### src/rtl/count_pkg.sv
// Shared types and helpers for the count_ud up/down counter.
// Holds the operation decode and the all-ones MAX helper.
package count_pkg;

  typedef enum logic [2:0] {
    OP_HOLD = 3'd0,
    OP_INC  = 3'd1,
    OP_DEC  = 3'd2,
    OP_LD   = 3'd3,
    OP_CLR  = 3'd4
  } count_op_e;

  // Largest unsigned value representable in w bits (valid for w < 64).
  function automatic logic [63:0] max_of(input int unsigned w);
    return (64'd1 << w) - 64'd1;
  endfunction

  function automatic count_op_e decode_op(input logic clr, input logic ld,
                                          input logic inc, input logic dec,
                                          input logic step_nz);
    count_op_e op;
    if (clr) begin
      op = OP_CLR;
    end else if (ld) begin
      op = OP_LD;
    end else if ((inc ^ dec) && step_nz) begin
      op = inc ? OP_INC : OP_DEC;
    end else begin
      op = OP_HOLD;
    end
    return op;
  endfunction

endpackage

### src/rtl/count_step_alu.sv
// Combinational step arithmetic for count_ud: one step up or down with
// carry/borrow detection, saturating or wrapping at the range boundaries.
module count_step_alu
  import count_pkg::*;
#(
  parameter int WIDTH  = 16,
  parameter int STEP_W = 4
) (
  input  logic [WIDTH-1:0]  cur,
  input  logic [STEP_W-1:0] step,
  input  logic              up,
  input  logic              sat_mode,
  output logic [WIDTH-1:0]  nxt,
  output logic              term,
  output logic              wrp
);

  localparam logic [WIDTH:0] MAX = (WIDTH+1)'(max_of(WIDTH));

  logic [WIDTH:0] step_ext;
  logic [WIDTH:0] sum;
  logic [WIDTH:0] diff;

  assign step_ext = {{(WIDTH+1-STEP_W){1'b0}}, step};
  assign sum      = {1'b0, cur} + step_ext;
  assign diff     = {1'b0, cur} - step_ext;

  // Boundary handling: the extra top bit is the carry (up) or borrow (down).
  always_comb begin
    nxt  = cur;
    term = 1'b0;
    wrp  = 1'b0;
    if (up) begin
      if (sum[WIDTH]) begin
        if (sat_mode) begin
          nxt  = MAX[WIDTH-1:0];
          term = 1'b1;
        end else begin
          nxt = sum[WIDTH-1:0];
          wrp = 1'b1;
        end
      end else begin
        nxt  = sum[WIDTH-1:0];
        term = (sum == MAX);
      end
    end else begin
      if (diff[WIDTH]) begin
        if (sat_mode) begin
          nxt  = {WIDTH{1'b0}};
          term = 1'b1;
        end else begin
          nxt = diff[WIDTH-1:0];
          wrp = 1'b1;
        end
      end else begin
        nxt  = diff[WIDTH-1:0];
        term = (diff == {(WIDTH+1){1'b0}});
      end
    end
  end

endmodule

### src/rtl/count_ud.sv
// Loadable up/down counter with programmable step, wrap/saturate modes,
// auto-reload on decrement, and registered terminal-count / wrap pulses.
module count_ud
  import count_pkg::*;
#(
  parameter int              WIDTH     = 16,
  parameter int              STEP_W    = 4,
  parameter logic [WIDTH-1:0] RESET_VAL = {WIDTH{1'b0}}
) (
  input  logic              clk,
  input  logic              rst_n,
  input  logic              clr,
  input  logic              ld,
  input  logic [WIDTH-1:0]  din,
  input  logic              inc,
  input  logic              dec,
  input  logic [STEP_W-1:0] step,
  input  logic              sat_mode,
  input  logic              auto_rl,
  output logic [WIDTH-1:0]  dout,
  output logic              zero,
  output logic              tc,
  output logic              wrap
);

  logic [WIDTH-1:0] dout_q, dout_d;
  logic [WIDTH-1:0] rl_q, rl_d;
  logic             tc_q, tc_d;
  logic             wrap_q, wrap_d;

  count_op_e        op_s;
  logic [WIDTH-1:0] alu_nxt_s;
  logic             alu_term_s;
  logic             alu_wrp_s;
  logic             rl_hit_s;

  assign op_s     = decode_op(clr, ld, inc, dec, (step != {STEP_W{1'b0}}));
  assign rl_hit_s = auto_rl &&
                    ({1'b0, dout_q} <= {{(WIDTH+1-STEP_W){1'b0}}, step});

  count_step_alu #(
    .WIDTH  (WIDTH),
    .STEP_W (STEP_W)
  ) u_alu (
    .cur      (dout_q),
    .step     (step),
    .up       (op_s == OP_INC),
    .sat_mode (sat_mode),
    .nxt      (alu_nxt_s),
    .term     (alu_term_s),
    .wrp      (alu_wrp_s)
  );

  // Next-state selection in priority order clr > ld > count > hold.
  always_comb begin
    dout_d = dout_q;
    rl_d   = rl_q;
    tc_d   = 1'b0;
    wrap_d = 1'b0;
    case (op_s)
      OP_CLR: begin
        dout_d = RESET_VAL;
        rl_d   = RESET_VAL;
      end
      OP_LD: begin
        dout_d = din;
        rl_d   = din;
      end
      OP_INC: begin
        dout_d = alu_nxt_s;
        tc_d   = alu_term_s;
        wrap_d = alu_wrp_s;
      end
      OP_DEC: begin
        // Auto-reload takes over before the counter can reach or pass zero.
        if (rl_hit_s) begin
          dout_d = rl_q;
          tc_d   = 1'b1;
        end else begin
          dout_d = alu_nxt_s;
          tc_d   = alu_term_s;
          wrap_d = alu_wrp_s;
        end
      end
      OP_HOLD: begin
        dout_d = dout_q;
      end
      default: begin
        dout_d = dout_q;
      end
    endcase
  end

  // State registers.
  always_ff @(posedge clk or negedge rst_n) begin
    if (!rst_n) begin
      dout_q <= RESET_VAL;
      rl_q   <= RESET_VAL;
      tc_q   <= 1'b0;
      wrap_q <= 1'b0;
    end else begin
      dout_q <= dout_d;
      rl_q   <= rl_d;
      tc_q   <= tc_d;
      wrap_q <= wrap_d;
    end
  end

  assign dout = dout_q;
  assign zero = (dout_q == {WIDTH{1'b0}});
  assign tc   = tc_q;
  assign wrap = wrap_q;

endmodule

### config.mk
export PLATFORM = sky130hd
export DESIGN_NAME = count_ud
export DESIGN_NICKNAME = d
export VERILOG_FILES = /design/src/rtl/count_pkg.sv /design/src/rtl/count_step_alu.sv /design/src/rtl/count_ud.sv
export SDC_FILE = /design/constraint.sdc
export NUM_CORES = 1
export LEC_CHECK = 0
export CELL_PAD_IN_SITES_DETAIL_PLACEMENT = 1
export CELL_PAD_IN_SITES_GLOBAL_PLACEMENT = 2
export CORE_AREA = 2 2 99 101
export CTS_CLUSTER_DIAMETER = 50
export DETAILED_ROUTE_END_ITERATION = 6
export DIE_AREA = 0 0 101 103
export GPL_TIMING_DRIVEN = 0
export MAX_ROUTING_LAYER = met4
export PLACE_DENSITY_LB_ADDON = 0.1
export SLEW_MARGIN = 20
export SYNTH_ARGS = -nofsm -noshare
export SYNTH_HDL_FRONTEND = slang
export SYNTH_SLANG_ARGS = --single-unit
export TNS_END_PERCENT = 1
### constraint.sdc
create_clock -name clk -period 2.9 [get_ports clk]
set_input_delay 0.435 -clock clk [delete_from_list [all_inputs] [get_ports clk]]
set_output_delay 0.435 -clock clk [all_outputs]
set_load 0.05 [all_outputs]
==> impl_results.md, run 1 <==
* Synth Area per Inst at 8.76 sq um
* Fillers at about 1100
* Global route total overflow at 0
* Worst Setup End Kind: flip-flop
* Fraction of final layout cells sized beyond drive strength 1 at 16.2%
* Starting density of the core at roughly a third
* Kind of launch point of the worst setup path: flip-flop
* Syn nets at between 300 and 400
* Antenna cell count at 0
* Vias in the first global route at 3128
* Setup TNS at 0 ns
* Net total in the final layout at between 400 and 500
* Maximum single-stage delay on the critical path at 0.46 ns
* Maximum number of pins on one net before global-route repair at 25
* Fraction of registers with async set or reset after synthesis at 100%
* Worst EP arrival at ~3 ns
* Hpwl dp at a little under 9000 microns
* Total number of clock tree sinks at 34
* Clock Path Buffers at 2
* Pleak at 1.66 nW
* EDFF count, synth at 0
* Final standard cell utilization of the core at 40.9%
* Run status: finished, final reports clean
* Hold-fix buffers, CTS at 0
* Most used cells in the layout excluding fill and tap cells: sky130_fd_sc_hd__clkdlybuf4s50_1 (40), sky130_fd_sc_hd__nor2_1 (33), sky130_fd_sc_hd__dfrtp_1 (33), sky130_fd_sc_hd__a22oi_1 (24), sky130_fd_sc_hd__o21ai_0 (17)
* Die Height at 103 microns
* Slowest CP cell: sky130_fd_sc_hd__dfrtp_2
* Synthesized instance count at 343
* Post-detailed-route count of antenna-violating nets at 0
* Pre-antenna DRT Iters at 5
* Area of the core at 9460 sq um
* Number of antenna violations at the first check in global routing at 0
* Post-route DRC violation count at 0
* Die area at ~10000 sq um
* Filler-free cell count of the finished design at 516
* Clock skew at ~0.013 ns
* Post-Place Cells at just over 500
* Worst path required time at roughly 3 ns
* Clock tree from TritonCTS: yes
* Peak VDD IR at about 0.00022 V
* Clock root buffer: sky130_fd_sc_hd__clkbuf_8
* GPL Wtd Cong at 0.855
* Chip width at roughly 100 microns
* Reg clk slew, reported paths at 0.08 ns
* Final Max Tran Viols at 0
* Startpoint-to-endpoint class of the critical path: flip-flop to flip-flop
* Setup repair after global routing missed its margin: yes
* Total global-route track usage at a little under a quarter
* Setup slack at placement at -0.809 ns
* Proportion of synthesized chip area in sequential cells at 28.3%
* Cell area after synthesis at 3010 sq um
* Top cells by area in the synthesized netlist: sky130_fd_sc_hd__dfrtp_1 (28%), sky130_fd_sc_hd__a22oi_1 (6.0%), sky130_fd_sc_hd__mux2i_1 (5.0%)
* Final routed wirelength across all metal layers at approximately 12000 microns
* Total clock buffers created by CTS at 5
* Slew HR at between 30% and 40%
* Critical Path Fanout Max at 6
* Vias/cell at 5.87
* Fmax at between 0.3 and 0.4 GHz
* Post-DR wirelength/cell at between 20 and 25 microns
* First-pass GRT wire length at between 15000 and 20000 microns
* Layout-stage area growth over the synthesis result at 28.7%
* Chain of cells forming the critical path: inv_1 > ha_1 > inv_1 > fa_1 > a21o_2 > a2111oi_4 > xnor2_1 > nor4_2 > o2111ai_1 > o311ai_1
* Total number of vias at slightly above 3000
* Area share of the largest cell type after synthesis at roughly 28%
* Synth warnings at 0
* Total Power at 1.71 mW
* Final setup violating endpoints at 0
* Top Ports at 47
* Top cell by count, worst path: sky130_fd_sc_hd__inv_1
* Power per unit of standard cell area at ~440 nW/um^2
* Register bit count reported by yosys at 34
* Worst path setup slack after routing at 0.0839 ns
* Row count at 36
* Primary FF master, synth: sky130_fd_sc_hd__dfrtp_1
* Leading cell type in the layout, fill and taps excluded: sky130_fd_sc_hd__clkdlybuf4s50_1
* Clock period minus final worst setup slack at between 2 and 3 ns
* Unique cell type count in the Yosys netlist at 67
* Hold violation count in the final report at 0
* Clk Latency, worst-skew pair at 0.30 ns
* Final period utilization at a little over nine tenths
* Cell taking the most area after synthesis: sky130_fd_sc_hd__dfrtp_1
* Number of I/O port buffers at between 40 and 50
* Number of maximum-capacitance violations at 0
* Type of the most critical hold path: input pin to asynchronous set/reset pin
* Transition time at the pin with the least slew margin at 0.965 ns
* Count of H-tree levels built during CTS at 2
* Drt initial violations at 151
final cells by class:
type	count	area, sq um	area share, %
tap	114	143	3.69
clock inverter	1	5.00	0.129
timing repair buffer	51	500	12.9
buffer	29	198	5.11
clock buffer	7	86.3	2.23
sequential	34	852	22.0
inverter	13	48.8	1.26
multi-input combinational	267	2030	52.6
power breakdown:
group / leakage (nW) / internal [mW] / switching [mW]
clock: 0.0482 / 0.192 / 0.202
sequential: 0.451 / 0.505 / 0.0422
combinational: 1.16 / 0.309 / 0.461
routing by layer:
metal | global-route usage, % | vias up | part of all wire, %
li1 | - | 1404 | -
met1 | 32.3 | 1543 | 49
met4 | 3.95 | 0 | 0.30
met3 | 2.51 | 4 | 4.1
met2 | 37.8 | 79 | 47
met5 | - | - | 0
Yosys cell counts (3+ instances only):
cell / count
sky130_fd_sc_hd__o2111ai_1: 5
sky130_fd_sc_hd__a22oi_1: 24
sky130_fd_sc_hd__nand2b_1: 8
sky130_fd_sc_hd__clkbuf_1: 12
sky130_fd_sc_hd__nor2b_1: 4
sky130_fd_sc_hd__mux2i_1: 15
sky130_fd_sc_hd__o21ai_0: 21
sky130_fd_sc_hd__buf_4: 3
sky130_fd_sc_hd__nor2_1: 33
sky130_fd_sc_hd__nand2_1: 14
sky130_fd_sc_hd__a21oi_1: 11
sky130_fd_sc_hd__nor3_1: 4
sky130_fd_sc_hd__clkbuf_8: 4
sky130_fd_sc_hd__xnor2_1: 9
sky130_fd_sc_hd__ha_1: 9
sky130_fd_sc_hd__dfrtp_1: 34
sky130_fd_sc_hd__buf_1: 3
sky130_fd_sc_hd__xor2_1: 13
sky130_fd_sc_hd__a211oi_1: 4
sky130_fd_sc_hd__or4_4: 3
sky130_fd_sc_hd__and2_1: 3
sky130_fd_sc_hd__and3_1: 5
sky130_fd_sc_hd__buf_6: 3
sky130_fd_sc_hd__o221ai_1: 10
sky130_fd_sc_hd__or4_1: 4
sky130_fd_sc_hd__nor4_1: 9
sky130_fd_sc_hd__inv_1: 13
sky130_fd_sc_hd__a31oi_1: 4
sky130_fd_sc_hd__a21o_1: 4
sky130_fd_sc_hd__nand3_1: 6
sky130_fd_sc_hd__and4_1: 3
sky130_fd_sc_hd__buf_2: 3
final timing paths:
check                                     from                    to  slack [ns]  cells after the start
max                        dout[0]$_DFFE_PN0P_          tc$_DFF_PN0_        0.08                     10
min                                      rst_n   rl_q[0]$_DFFE_PN0P_        0.02                      1
max reg2reg                dout[0]$_DFFE_PN0P_          tc$_DFF_PN0_        0.08                     10
min reg2reg                rl_q[6]$_DFFE_PN0P_   rl_q[6]$_DFFE_PN0P_        0.52                      2
max in group asynchronous                rst_n  rl_q[15]$_DFFE_PN0P_        2.43                      2
min in group clk           rl_q[6]$_DFFE_PN0P_   rl_q[6]$_DFFE_PN0P_        0.52                      2
cell families (layout without fill, tap and decap cells):
kind of cell	Yosys count	after routing	share of synthesized area (%)
AOI/OAI and AO/OA	105	105	25.6
and+or+nand+nor	114	114	21.7
muxes	15	15	5.00
DFF	34	34	28.3
buffers and inverters	42	101	7.87
adders and majority gates	11	11	5.08
xor gates and xnor gates	22	22	6.41
sequential cells by signal, summed over array words and instances (netlist names):
register	flops
dout	16
rl_q	16
tc	1
wrap	1
critical path: cells and delay by family (launching register included):
kind,cells,cell delay (ns)
DFF,1,0.46
AOI/OAI and AO/OA,4,0.98
buffers and inverters,2,0.14
xor gates and xnor gates,1,0.19
and+or+nand+nor,1,0.38
adders and majority gates,2,0.55
through the flow:
step           hold WS (ns)  instance area (sq um)
6_report             0.0207                   3870
5_1_grt              0.0279                   3870
4_1_cts              0.0292                   3790
3_5_place_dp          0.351                   3640
3_3_place_gp          0.506                   3610
2_1_floorplan         0.139                   3010
repair_timing:
item,in CTS,in global routing
resized for setup,15,20
setup endpoints to repair,18,18
setup buffers,0,3
pin swaps,1,2
(Power assumes the default switching activity.)
==> inputs of run 2 (changes only) <==
CELL_PAD_IN_SITES_DETAIL_PLACEMENT = default   (was 1)
CELL_PAD_IN_SITES_GLOBAL_PLACEMENT = default   (was 2)
CORE_AREA = 2 2 86 88   (was 2 2 99 101)
DIE_AREA = 0 0 88 90   (was 0 0 101 103)
GPL_TIMING_DRIVEN = default   (was 0)
PLACE_DENSITY = 0.66   (was default)
PLACE_DENSITY_LB_ADDON = default   (was 0.1)
==> run 2 against run 1 <==
  * Power rose by 0.34%
  * Sequential share of layout area fell by 0.86 points
  * Count of clock-buffer cells in the layout did not move
  * Hold slack improved by 0.51 ns
  * Final cell count rose by 2.3%
  * Die area fell by 24%
  * Clock skew fell by 0.0069 ns
  * Critical path depth fell by 1
  * First-iteration DRC count rose by 120%
  * Sequential power fell by 1%
  * Clock power fell by 7.1%
  * Critical path type is now input pin to flip-flop
  * Largest power group unchanged
==> impl_results.md, run 2 (synthesized netlist as in run 1, its figures left out) <==
* Run status: finished, final reports clean
* Worst path required time at 3.08 ns (about the same)
* Number of I/O port buffers at 46 (unchanged)
* Starting density of the core at 42.8% (+11 points)
* Final standard cell utilization of the core at 57.2% (+16 points)
* Transition time at the pin with the least slew margin at 0.606 ns (-0.360 ns)
* Clock tree from TritonCTS: yes
* Setup slack at placement at -0.286 ns (+0.524 ns)
* Hpwl dp at 7650 microns (-13%)
* Fillers at 662 (-39%)
* Die area at 7920 sq um (-24%)
* Sink of the worst hold path: rl_q[14]$_DFFE_PN0P_
* Post-detailed-route count of antenna-violating nets at 0 (unchanged)
* Setup TNS at 0 ns (unchanged)
* Area of the core at 7020 sq um (-26%)
* Die Height at 90 microns (-13%)
* Total Power at 1.72 mW (+0.34%)
* Storage element area at 851 sq um (-0.15%)
* Maximum single-stage delay on the critical path at 0.47 ns (about the same)
* Filler-free cell count of the finished design at 528 (+2.3%)
* Most used cells in the layout excluding fill and tap cells: sky130_fd_sc_hd__buf_4 (59), sky130_fd_sc_hd__clkdlybuf4s50_1 (45), sky130_fd_sc_hd__dfrtp_1 (34), sky130_fd_sc_hd__nor2_1 (33), sky130_fd_sc_hd__a22oi_1 (24)
* Clock skew at 0.00575 ns (-0.00690 ns)
* Worst hold path cell count at 2
* Total number of clock tree sinks at 34 (unchanged)
* Fraction of final layout cells sized beyond drive strength 1 at 21.9% (+5.7 points)
* Crit path buf inv count at 3 (+1)
* Drt initial violations at 332 (+120%)
* Number of antenna violations at the first check in global routing at 0 (unchanged)
* Peak VDD IR at 0.000283 V (+28%)
* Startpoint-to-endpoint class of the critical path: input pin to flip-flop
* Slew HR at 59.6% (+25 points)
* Maximum number of pins on one net before global-route repair at 35 (+40%)
* Type of the most critical hold path: flip-flop to flip-flop
* Multi-input gate area in the final layout at 1950 sq um (-4.1%)
* Vias in the first global route at 2999 (-4.1%)
* Total clock buffers created by CTS at 5 (unchanged)
* Final Max Tran Viols at 0 (unchanged)
* Pleak at 1.80 nW (+8.3%)
* Leading cell type in the layout, fill and taps excluded: sky130_fd_sc_hd__buf_4
* Chain of cells forming the critical path: clkdlybuf4s50_1 > inv_1 > ha_1 > or2b_2 > a311o_1 > o211a_1 > buf_4 > a22o_1 > a211o_1
* Final setup violating endpoints at 0 (unchanged)
* Total number of vias at 3150 (+4.0%)
* Number of cell instances on the worst register-to-register path at 7 (-3)
* Setup slack on the worst flop-to-flop path at 0.32 ns (+0.24 ns)
* Setup repair after global routing missed its margin: no
* Critical Path Fanout Max at 5 (-1)
* Worst Setup End Kind: flip-flop
* Clock Path Buffers at 2 (unchanged)
* Count of H-tree levels built during CTS at 2 (unchanged)
* Worst path setup slack after routing at 0.153 ns (+0.0692 ns)
* Final period utilization at 94.7% (-2.4 points)
* Clk Latency, worst-skew pair at 0.29 ns (about the same)
* Layout-stage area growth over the synthesis result at 33.7%
* Antenna cell count at 0 (unchanged)
* Global route total overflow at 0 (unchanged)
* Critical R2R Launch: dout[1]$_DFFE_PN0P_
* Power per unit of standard cell area at 427 nW/um^2 (-3.4%)
* Slowest CP cell: sky130_fd_sc_hd__clkdlybuf4s50_1
* Worst EP arrival at 2.92 ns (-0.09 ns)
* Chip width at 88 microns (-13%)
* Number of post-CTS setup repair buffers at 0 (unchanged)
* Row count at 31 (-14%)
* GPL Wtd Cong at 0.986 (+15%)
* Clock root buffer: sky130_fd_sc_hd__clkbuf_8
* Post-DR wirelength/cell at 18.8 microns (-16%)
* Critical hold path startpoint: rl_q[14]$_DFFE_PN0P_
* Pre-antenna DRT Iters at 5 (unchanged)
* Post-Place Cells at 520 (+3.0%)
* Hold violation count in the final report at 0 (unchanged)
* Net total in the final layout at 467 (+6.1%)
* Number of maximum-capacitance violations at 0 (unchanged)
* First-pass GRT wire length at 16200 microns (-8.6%)
* Capturing point of the worst reg2reg path: dout[12]$_DFFE_PN0P_
* Top Ports at 47 (unchanged)
* Vias/cell at 5.97 (+1.6%)
* Total global-route track usage at 26.9% (+3.5 points)
* Final routed wirelength across all metal layers at 9940 microns (-14%)
* Reg clk slew, reported paths at 0.07 ns (about the same)
* Post-route DRC violation count at 0 (unchanged)
* Crit path max-delay family: compound AO/OA/AOI/OAI gates
* Fmax at 0.364 GHz (+2.5%)
* Kind of launch point of the worst setup path: input pin
* Clock period minus final worst setup slack at 2.75 ns (-0.0692 ns)
run 2: worst reg2reg max path: cells and delay by family, from the launching register on:
kind | cells | cell delay, ns
and+or+nand+nor | 1 | 0.33
AOI/OAI and AO/OA | 4 | 1.12
adders and majority gates | 1 | 0.36
buffers and inverters | 1 | 0.19
DFF | 1 | 0.49
run 2: worst max-delay path by stage:
stage | startpoint | endpoint | slack (ns) | cells after the start
after floorplan | dout[1]$_DFFE_PN0P_ | tc$_DFF_PN0_ | 0.26 | 8
after global placement | step[1] | dout[12]$_DFFE_PN0P_ | -0.12 | 9
after detailed placement | step[0] | tc$_DFF_PN0_ | -0.29 | 10
after CTS | step[0] | tc$_DFF_PN0_ | 0.01 | 10
after global routing | step[1] | dout[2]$_DFFE_PN0P_ | 0.005 | 11
final | step[1] | dout[12]$_DFFE_PN0P_ | 0.15 | 9
run 2: power breakdown:
group	total (mW)	leakage [nW]	switching (mW)	internal, mW
logic	0.812	1.30	0.451	0.361
clock network	0.366	0.0482	0.174	0.192
registers	0.540	0.452	0.0344	0.505
run 2: timing repair:
action / 4_1_cts / 5_1_grt
hold buffers: 0 / 0
resized for setup: 0 / 5
endpoints found under the setup margin: 0 / 3
run 2: stage by stage:
| step | hold slack (ns) | cell area, sq um |
|---|---|---|
| 3_3_place_gp | 0.509 | 3900 |
| 3_5_place_dp | 0.518 | 3900 |
| 6_report | 0.531 | 4020 |
| 5_1_grt | 0.558 | 4020 |
| 4_1_cts | 0.535 | 3990 |
| 2_1_floorplan | 0.139 | 3010 |
run 2: layout make-up:
class / count / area share [%]
clock buffers: 7 / 2.15
clock inverters: 1 / 0.125
inverters: 13 / 1.21
multi-input cells: 267 / 48.5
flip-flops and latches: 34 / 21.2
well taps: 99 / 3.08
repair buffers: 107 / 23.7
run 2: routing by layer:
layer,share of wire (%),global-route usage (%)
met3,7.9,2.85
met4,0.80,6.03
met5,0,-
met2,45,37.9
met1,46,41.3
